### config.mk
export PLATFORM = sky130hd
export DESIGN_NAME = sm_result_decoder_flat
export DESIGN_NICKNAME = d
export VERILOG_FILES = /design/src/rtl/sm_result_decoder_if.sv /design/src/rtl/sm_result_decoder.sv /design/src/flat_wrapper.sv
export SDC_FILE = /design/constraint.sdc
export NUM_CORES = 1
export LEC_CHECK = 0
export BUFFER_PORTS_ARGS = -buffer_cell sky130_fd_sc_hd__buf_4
export CAP_MARGIN = 0
export CORE_MARGIN = 2
export CORE_UTILIZATION = 35
export DETAILED_ROUTE_END_ITERATION = 16
export PLACE_DENSITY = 0.53
export SYNTH_ARGS = -nofsm -noshare
export SYNTH_HDL_FRONTEND = slang
export SYNTH_SLANG_ARGS = --single-unit
### constraint.sdc
create_clock -name clk -period 3.15 [get_ports clk]
set_input_delay 0 -clock clk [delete_from_list [all_inputs] [get_ports clk]]
set_output_delay 0 -clock clk [all_outputs]
set_load 0.05 [all_outputs]
### src/rtl/sm_result_decoder_if.sv
// Result channel between the sign-magnitude adder, the decoder and its consumer.
// The slave side is the decoder; the master side drives results in and takes values out.
interface sm_result_decoder_if;
  logic       in_valid;
  logic       in_ready;
  logic       in_sign;
  logic [8:0] in_result;
  logic       out_valid;
  logic       out_ready;
  logic [8:0] out_value;
  logic       out_at_max;
  logic       out_at_min;
  logic       out_err;

  modport slave (
    input  in_valid, in_sign, in_result, out_ready,
    output in_ready, out_valid, out_value, out_at_max, out_at_min, out_err
  );

  modport master (
    output in_valid, in_sign, in_result, out_ready,
    input  in_ready, out_valid, out_value, out_at_max, out_at_min, out_err
  );
endinterface

### src/rtl/sm_result_decoder.sv
// Decodes {sign, magnitude} adder results into 9-bit two's complement and buffers them in a FIFO.
// Defining SM_DEC_STATS_EN builds the saturating err/limit statistics counters.
module sm_result_decoder #(
  parameter int DEPTH = 4,
  parameter int CNT_W = 16
) (
  input  logic               clk,
  input  logic               rst_n,
  sm_result_decoder_if.slave bus,
  input  logic               stats_clr,
  output logic [CNT_W-1:0]   err_count,
  output logic [CNT_W-1:0]   limit_count
);
  localparam int AW = $clog2(DEPTH);
  localparam logic [AW:0] DEPTH_C = (AW+1)'(DEPTH);

  logic [AW-1:0] wr_ptr_reg, rd_ptr_reg;
  logic [AW:0]   count_reg, count_next;
  // Entry layout: {err, at_min, at_max, value[8:0]}
  logic [11:0]   mem_reg [DEPTH];
  logic [11:0]   head;

  logic       push, pop;
  logic [8:0] dec_value;
  logic       dec_err, dec_at_max, dec_at_min;

  assign bus.in_ready  = (count_reg < DEPTH_C);
  assign bus.out_valid = (count_reg != '0);
  assign push = bus.in_valid && bus.in_ready;
  assign pop  = bus.out_valid && bus.out_ready;

  // Illegal encodings are clamped to the nearest limit so downstream never sees a wrapped value.
  always_comb begin
    dec_value = '0;
    dec_err   = 1'b0;
    if (!bus.in_sign) begin
      if (bus.in_result[8]) begin
        dec_value = 9'h0FF;
        dec_err   = 1'b1;
      end else begin
        dec_value = {1'b0, bus.in_result[7:0]};
      end
    end else if (bus.in_result == 9'd0) begin
      dec_value = '0;
      dec_err   = 1'b1;
    end else if (bus.in_result > 9'h100) begin
      dec_value = 9'h100;
      dec_err   = 1'b1;
    end else begin
      dec_value = ~bus.in_result + 9'd1;
    end
  end

  assign dec_at_max = (dec_value == 9'h0FF);
  assign dec_at_min = (dec_value == 9'h100);

  always_comb begin
    count_next = count_reg;
    case ({push, pop})
      2'b10:   count_next = count_reg + (AW+1)'(1);
      2'b01:   count_next = count_reg - (AW+1)'(1);
      default: count_next = count_reg;
    endcase
  end

  always_ff @(posedge clk) begin
    if (!rst_n) begin
      wr_ptr_reg <= '0;
      rd_ptr_reg <= '0;
      count_reg  <= '0;
    end else begin
      count_reg <= count_next;
      if (push) wr_ptr_reg <= wr_ptr_reg + AW'(1);
      if (pop)  rd_ptr_reg <= rd_ptr_reg + AW'(1);
    end
  end

  // Storage is not reset; the head is masked while the FIFO is empty instead.
  always_ff @(posedge clk) begin
    if (rst_n && push)
      mem_reg[wr_ptr_reg] <= {dec_err, dec_at_min, dec_at_max, dec_value};
  end

  assign head           = mem_reg[rd_ptr_reg];
  assign bus.out_value  = bus.out_valid ? head[8:0] : 9'd0;
  assign bus.out_at_max = bus.out_valid & head[9];
  assign bus.out_at_min = bus.out_valid & head[10];
  assign bus.out_err    = bus.out_valid & head[11];

`ifdef SM_DEC_STATS_EN
  logic [CNT_W-1:0] err_count_reg, limit_count_reg;

  always_ff @(posedge clk) begin
    if (!rst_n || stats_clr) begin
      err_count_reg   <= '0;
      limit_count_reg <= '0;
    end else if (push) begin
      if (dec_err && (err_count_reg != '1))
        err_count_reg <= err_count_reg + CNT_W'(1);
      if ((dec_at_max || dec_at_min) && (limit_count_reg != '1))
        limit_count_reg <= limit_count_reg + CNT_W'(1);
    end
  end

  assign err_count   = err_count_reg;
  assign limit_count = limit_count_reg;
`else
  logic unused_stats_clr;
  assign unused_stats_clr = stats_clr;
  assign err_count   = '0;
  assign limit_count = '0;
`endif

endmodule

### src/flat_wrapper.sv
// flat-port wrapper written by rule: the top's interface ports become plain ports
module sm_result_decoder_flat 
#(
  parameter int DEPTH = 4,
  parameter int CNT_W = 16
)
  (clk, rst_n, stats_clr, err_count, limit_count, bus_in_valid, bus_in_sign, bus_in_result, bus_out_ready, bus_in_ready, bus_out_valid, bus_out_value, bus_out_at_max, bus_out_at_min, bus_out_err);
  sm_result_decoder_if bus_i ();
  input  logic clk;
  input  logic rst_n;
  input  logic stats_clr;
  output logic [CNT_W-1:0] err_count;
  output logic [CNT_W-1:0] limit_count;
  input wire logic [$bits(bus_i.in_valid)-1:0] bus_in_valid;
  input wire logic [$bits(bus_i.in_sign)-1:0] bus_in_sign;
  input wire logic [$bits(bus_i.in_result)-1:0] bus_in_result;
  input wire logic [$bits(bus_i.out_ready)-1:0] bus_out_ready;
  output wire logic [$bits(bus_i.in_ready)-1:0] bus_in_ready;
  output wire logic [$bits(bus_i.out_valid)-1:0] bus_out_valid;
  output wire logic [$bits(bus_i.out_value)-1:0] bus_out_value;
  output wire logic [$bits(bus_i.out_at_max)-1:0] bus_out_at_max;
  output wire logic [$bits(bus_i.out_at_min)-1:0] bus_out_at_min;
  output wire logic [$bits(bus_i.out_err)-1:0] bus_out_err;
  assign bus_i.in_valid = bus_in_valid;
  assign bus_i.in_sign = bus_in_sign;
  assign bus_i.in_result = bus_in_result;
  assign bus_i.out_ready = bus_out_ready;
  assign bus_in_ready = bus_i.in_ready;
  assign bus_out_valid = bus_i.out_valid;
  assign bus_out_value = bus_i.out_value;
  assign bus_out_at_max = bus_i.out_at_max;
  assign bus_out_at_min = bus_i.out_at_min;
  assign bus_out_err = bus_i.out_err;
  sm_result_decoder #(.DEPTH(DEPTH), .CNT_W(CNT_W)) u_core (.clk(clk), .rst_n(rst_n), .bus(bus_i), .stats_clr(stats_clr), .err_count(err_count), .limit_count(limit_count));
endmodule
==> results.py <==
metrics = {
    "outcome": {
        "status": "finished clean",
    },
    "clock_network": {
        "cts.path.max_buffers": 2,
        "numCtsBuffers": 9,
        "post_cts_buffers": 0,
        "clock_sinks": 57,
        "clock-root-buffer": "clkbuf_8",
        "cts_tree": "yes",
        "cts_max_level": 3,
        "clkTransAtPathRegs_ns": 0.06,
        "insertion_delay_ns": 0.33,
    },
    "min_path": {
        "hold_path_class": "input port to register",
    },
    "die": {
        "core_area_mm2": 0.008093,
        "start_util": 0.3571,
        "dieArea_mm2": 0.009001,
        "dieWidth_um": 94.88,
        "rows": 33,
        "io_pins": 61,
        "dieHeight_um": 94.88,
    },
    "timing": {
        "skew_ns": 0.008911,
        "hold_viol": 0,
        "rsz0062_at_grt": "no",
        "relSlewSlack": 0.4306,
        "setup_violations": 0,
        "final.setup.tns_ns": 0,
        "fmax_mhz": 417.4,
        "period_minus_slack_ns": 2.396,
        "timing.final.crit_share": 0.7606,
        "slew_violations": 0,
        "worst_slew_pin_slew_ns": 0.8529,
    },
    "route": {
        "dr_total_vias": 1641,
        "dr.pass1.iters": 4,
        "drc": 0,
        "viasPerCell": 4.584,
        "wl_per_cell_um": 14.39,
        "ant_nets": 0,
        "drt_iter0_drc": 79,
        "routed_wl_mm": 5.150,
    },
    "synth": {
        "syn_avg_cell_area_um2": 13.32,
        "synth-seq-area-share": 0.5610,
        "syn_inst": 217,
        "synthArstFlopShare": 0,
        "synth_top_area_share": 0.4987,
        "synthTopCellsByArea": "edfxtp_1 (50%), mux4_2 (9.4%), buf_4 (8.3%)",
        "ys_ff_latch": 57,
        "synth_cell_type_count": 41,
        "synth_flop_cell": "edfxtp_1",
        "yosysWarnings": 0,
        "synth_edf_count": 48,
        "yosysTopAreaCell": "edfxtp_1",
        "syn_area_mm2": 0.002890,
    },
    "power_and_ir_drop": {
        "ir_drop_mv": 0.2001,
        "p_sw_frac": 0.3993,
        "p_comb_frac": 0.415,
        "power.density_mw_per_mm2": 841.2,
        "p_int_mw": 1.648,
        "p_switching_mw": 1.096,
        "leakage_nw": 1.231,
        "seq_power_share": 0.359,
        "clockPowerShare": 0.226,
    },
    "setup_path": {
        "arrival_ns": 2.66,
        "r2r_slack_ns": 0.75,
        "crit_end": "u_core.count_reg[2]",
        "crit_type": "register to register",
        "startpoint": "u_core.count_reg[0]",
        "startpoint_type": "register",
        "cpMaxStageDelayCell": "or3_1",
        "crit_path_max_incr_delay_ns": 0.42,
        "cp.depth": 8,
        "required_ns": 3.41,
        "endpoint_kind": "register",
        "r2r-start": "u_core.count_reg[0]",
        "critPathMaxFanout": 14,
        "crit_chain": "or3_1, and2_1, ha_1, inv_1, fa_1, xor2_1, or3_1, a21boi_0",
        "worst-path-buf-inv": 1,
        "rr_endpoint": "u_core.count_reg[2]",
        "crit_family": "simple AND/OR/NAND/NOR gates",
        "reg2reg_depth": 8,
        "crit_top_cell": "or3_1",
    },
    "global_routing": {
        "grt_usage": 0.1274,
        "grt_max_degree": 15,
        "grt_overflow": 0,
        "use_met1": 0.1661,
        "top_usage_layer": "met2",
        "grt_util_met3": 0.04070,
        "antenna_found_initial": 0,
        "use_met2": 0.1891,
        "grt_pass1_vias": 1556,
        "grt_pass1_wl_mm": 8.286,
    },
    "final_layout": {
        "largest_reg_flops": 48,
        "diodes": 0,
        "drive_gt1_frac": 0.2292,
        "area_growth_pct": 12.86,
        "final_util": 0.4031,
        "nets": 273,
    },
    "placement": {
        "io_buffers": 27,
        "gp_congestion": 0.8118,
        "hpwl_mm": 3.468,
    },
    "run": {
        "cap_violations": 0,
    },
}
==> per-layer routing <==
| metal | vias to the layer above | part of all wire |
|---|---|---|
| li1 | 789 | - |
| met1 | 792 | 0.46 |
| met2 | 52 | 0.47 |
| met3 | 8 | 0.056 |
| met4 | 0 | 0.015 |
| met5 | - | 0 |
==> through the flow <==
step	worst slack [ns]	instances	instance area, um2	hold WS [ns]	power [mW]
2_1_floorplan	0.8731	248	3007	0.2683	1.887
4_1_cts	0.7132	358	3262	0.1049	2.783
6_report	0.7543	358	3262	0.1351	2.744
3_5_place_dp	0.4333	342	3077	0.3031	2.156
5_1_grt	0.5537	358	3262	0.1277	2.891
3_3_place_gp	0.5078	342	3077	0.2993	2.148
==> power groups by stage <==
stage / clock, mW / sequential (mW) / combinational (mW)
after floorplan: 0 / 0.947 / 0.940
after global placement: 0 / 1.01 / 1.14
after detailed placement: 0 / 1.01 / 1.15
after CTS: 0.639 / 0.991 / 1.15
after global routing: 0.666 / 1.00 / 1.22
final: 0.619 / 0.986 / 1.14
==> cell usage after synthesis (2+ instances only) <==
library cell,n
ha_1,8
nor2b_1,4
and2_1,17
nor4b_2,2
nor3_1,3
mux4_2,12
buf_4,32
nand2_1,5
nor2_1,7
o22a_1,2
clkbuf_1,5
edfxtp_1,48
and3_1,4
or3_1,3
o21ai_0,3
dfxtp_1,9
a31oi_1,2
a21oi_1,9
xnor2_1,4
inv_1,17
==> area by class of cell <==
type | instances | area [um2]
Clock buffer | 10 | 127.6
Clock inverter | 5 | 47.55
Fill cell | 807 | 4831
Inverter | 17 | 63.81
Multi-Input combinational cell | 136 | 1057
Sequential cell | 57 | 1622
Tap cell | 105 | 131.4
Timing Repair Buffer | 28 | 212.7
==> worst min-delay path by stage <==
stage                startpoint                   end  slack, ns  cells past startpoint
2_1_floorplan  bus_in_result[3]  u_core.mem_reg[0][3]       0.27                      1
3_3_place_gp              rst_n  u_core.wr_ptr_reg[0]       0.30                      2
3_5_place_dp              rst_n   u_core.count_reg[0]       0.30                      2
4_1_cts        bus_in_result[3]  u_core.mem_reg[3][3]       0.10                      2
5_1_grt        bus_in_result[3]  u_core.mem_reg[2][3]       0.13                      2
6_report       bus_in_result[3]  u_core.mem_reg[2][3]       0.14                      2
==> repair_timing <==
action / in CTS / in global routing
hold buffers: 1 / 0
endpoints found under the hold margin: 9 / 0
gates resized for setup: 0 / 0
==> worst register-to-register path, delay by kind of cell, from the launching register on <==
| kind | cells | cell delay [ns] |
|---|---|---|
| AO/OA/AOI/OAI | 1 | 0.15 |
| XOR/XNOR | 1 | 0.16 |
| adder cells (fa/ha/maj) | 2 | 0.58 |
| buffers and inverters | 1 | 0.06 |
| flip-flops | 1 | 0.38 |
| AND/OR/NAND/NOR | 3 | 0.99 |
==> layout by cell type (no fill, tap or decap), types with 4 or more instances in the layout <==
master / count
clkbuf_8: 9
buf_4: 27
a21oi_1: 9
and2_1: 17
edfxtp_1: 48
xnor2_1: 4
ha_1: 8
nor2b_1: 4
mux4_2: 12
nand2_1: 5
conb_1: 32
dfxtp_1: 9
inv_1: 17
nor2_1: 7
and3_1: 4
==> cells by family (layout without fill, tap and decap cells) <==
logic type,Yosys count,count (layout),synth area share
xor+xnor,5,5,0.01515
mux,13,13,0.09697
simple gates,51,51,0.1061
buf+inv,55,60,0.1134
other cells,1,32,0.001297
flops,57,57,0.5610
fa+ha+maj,9,9,0.04156
compound gates,26,26,0.06450
Power figures use the tool's default switching activity.
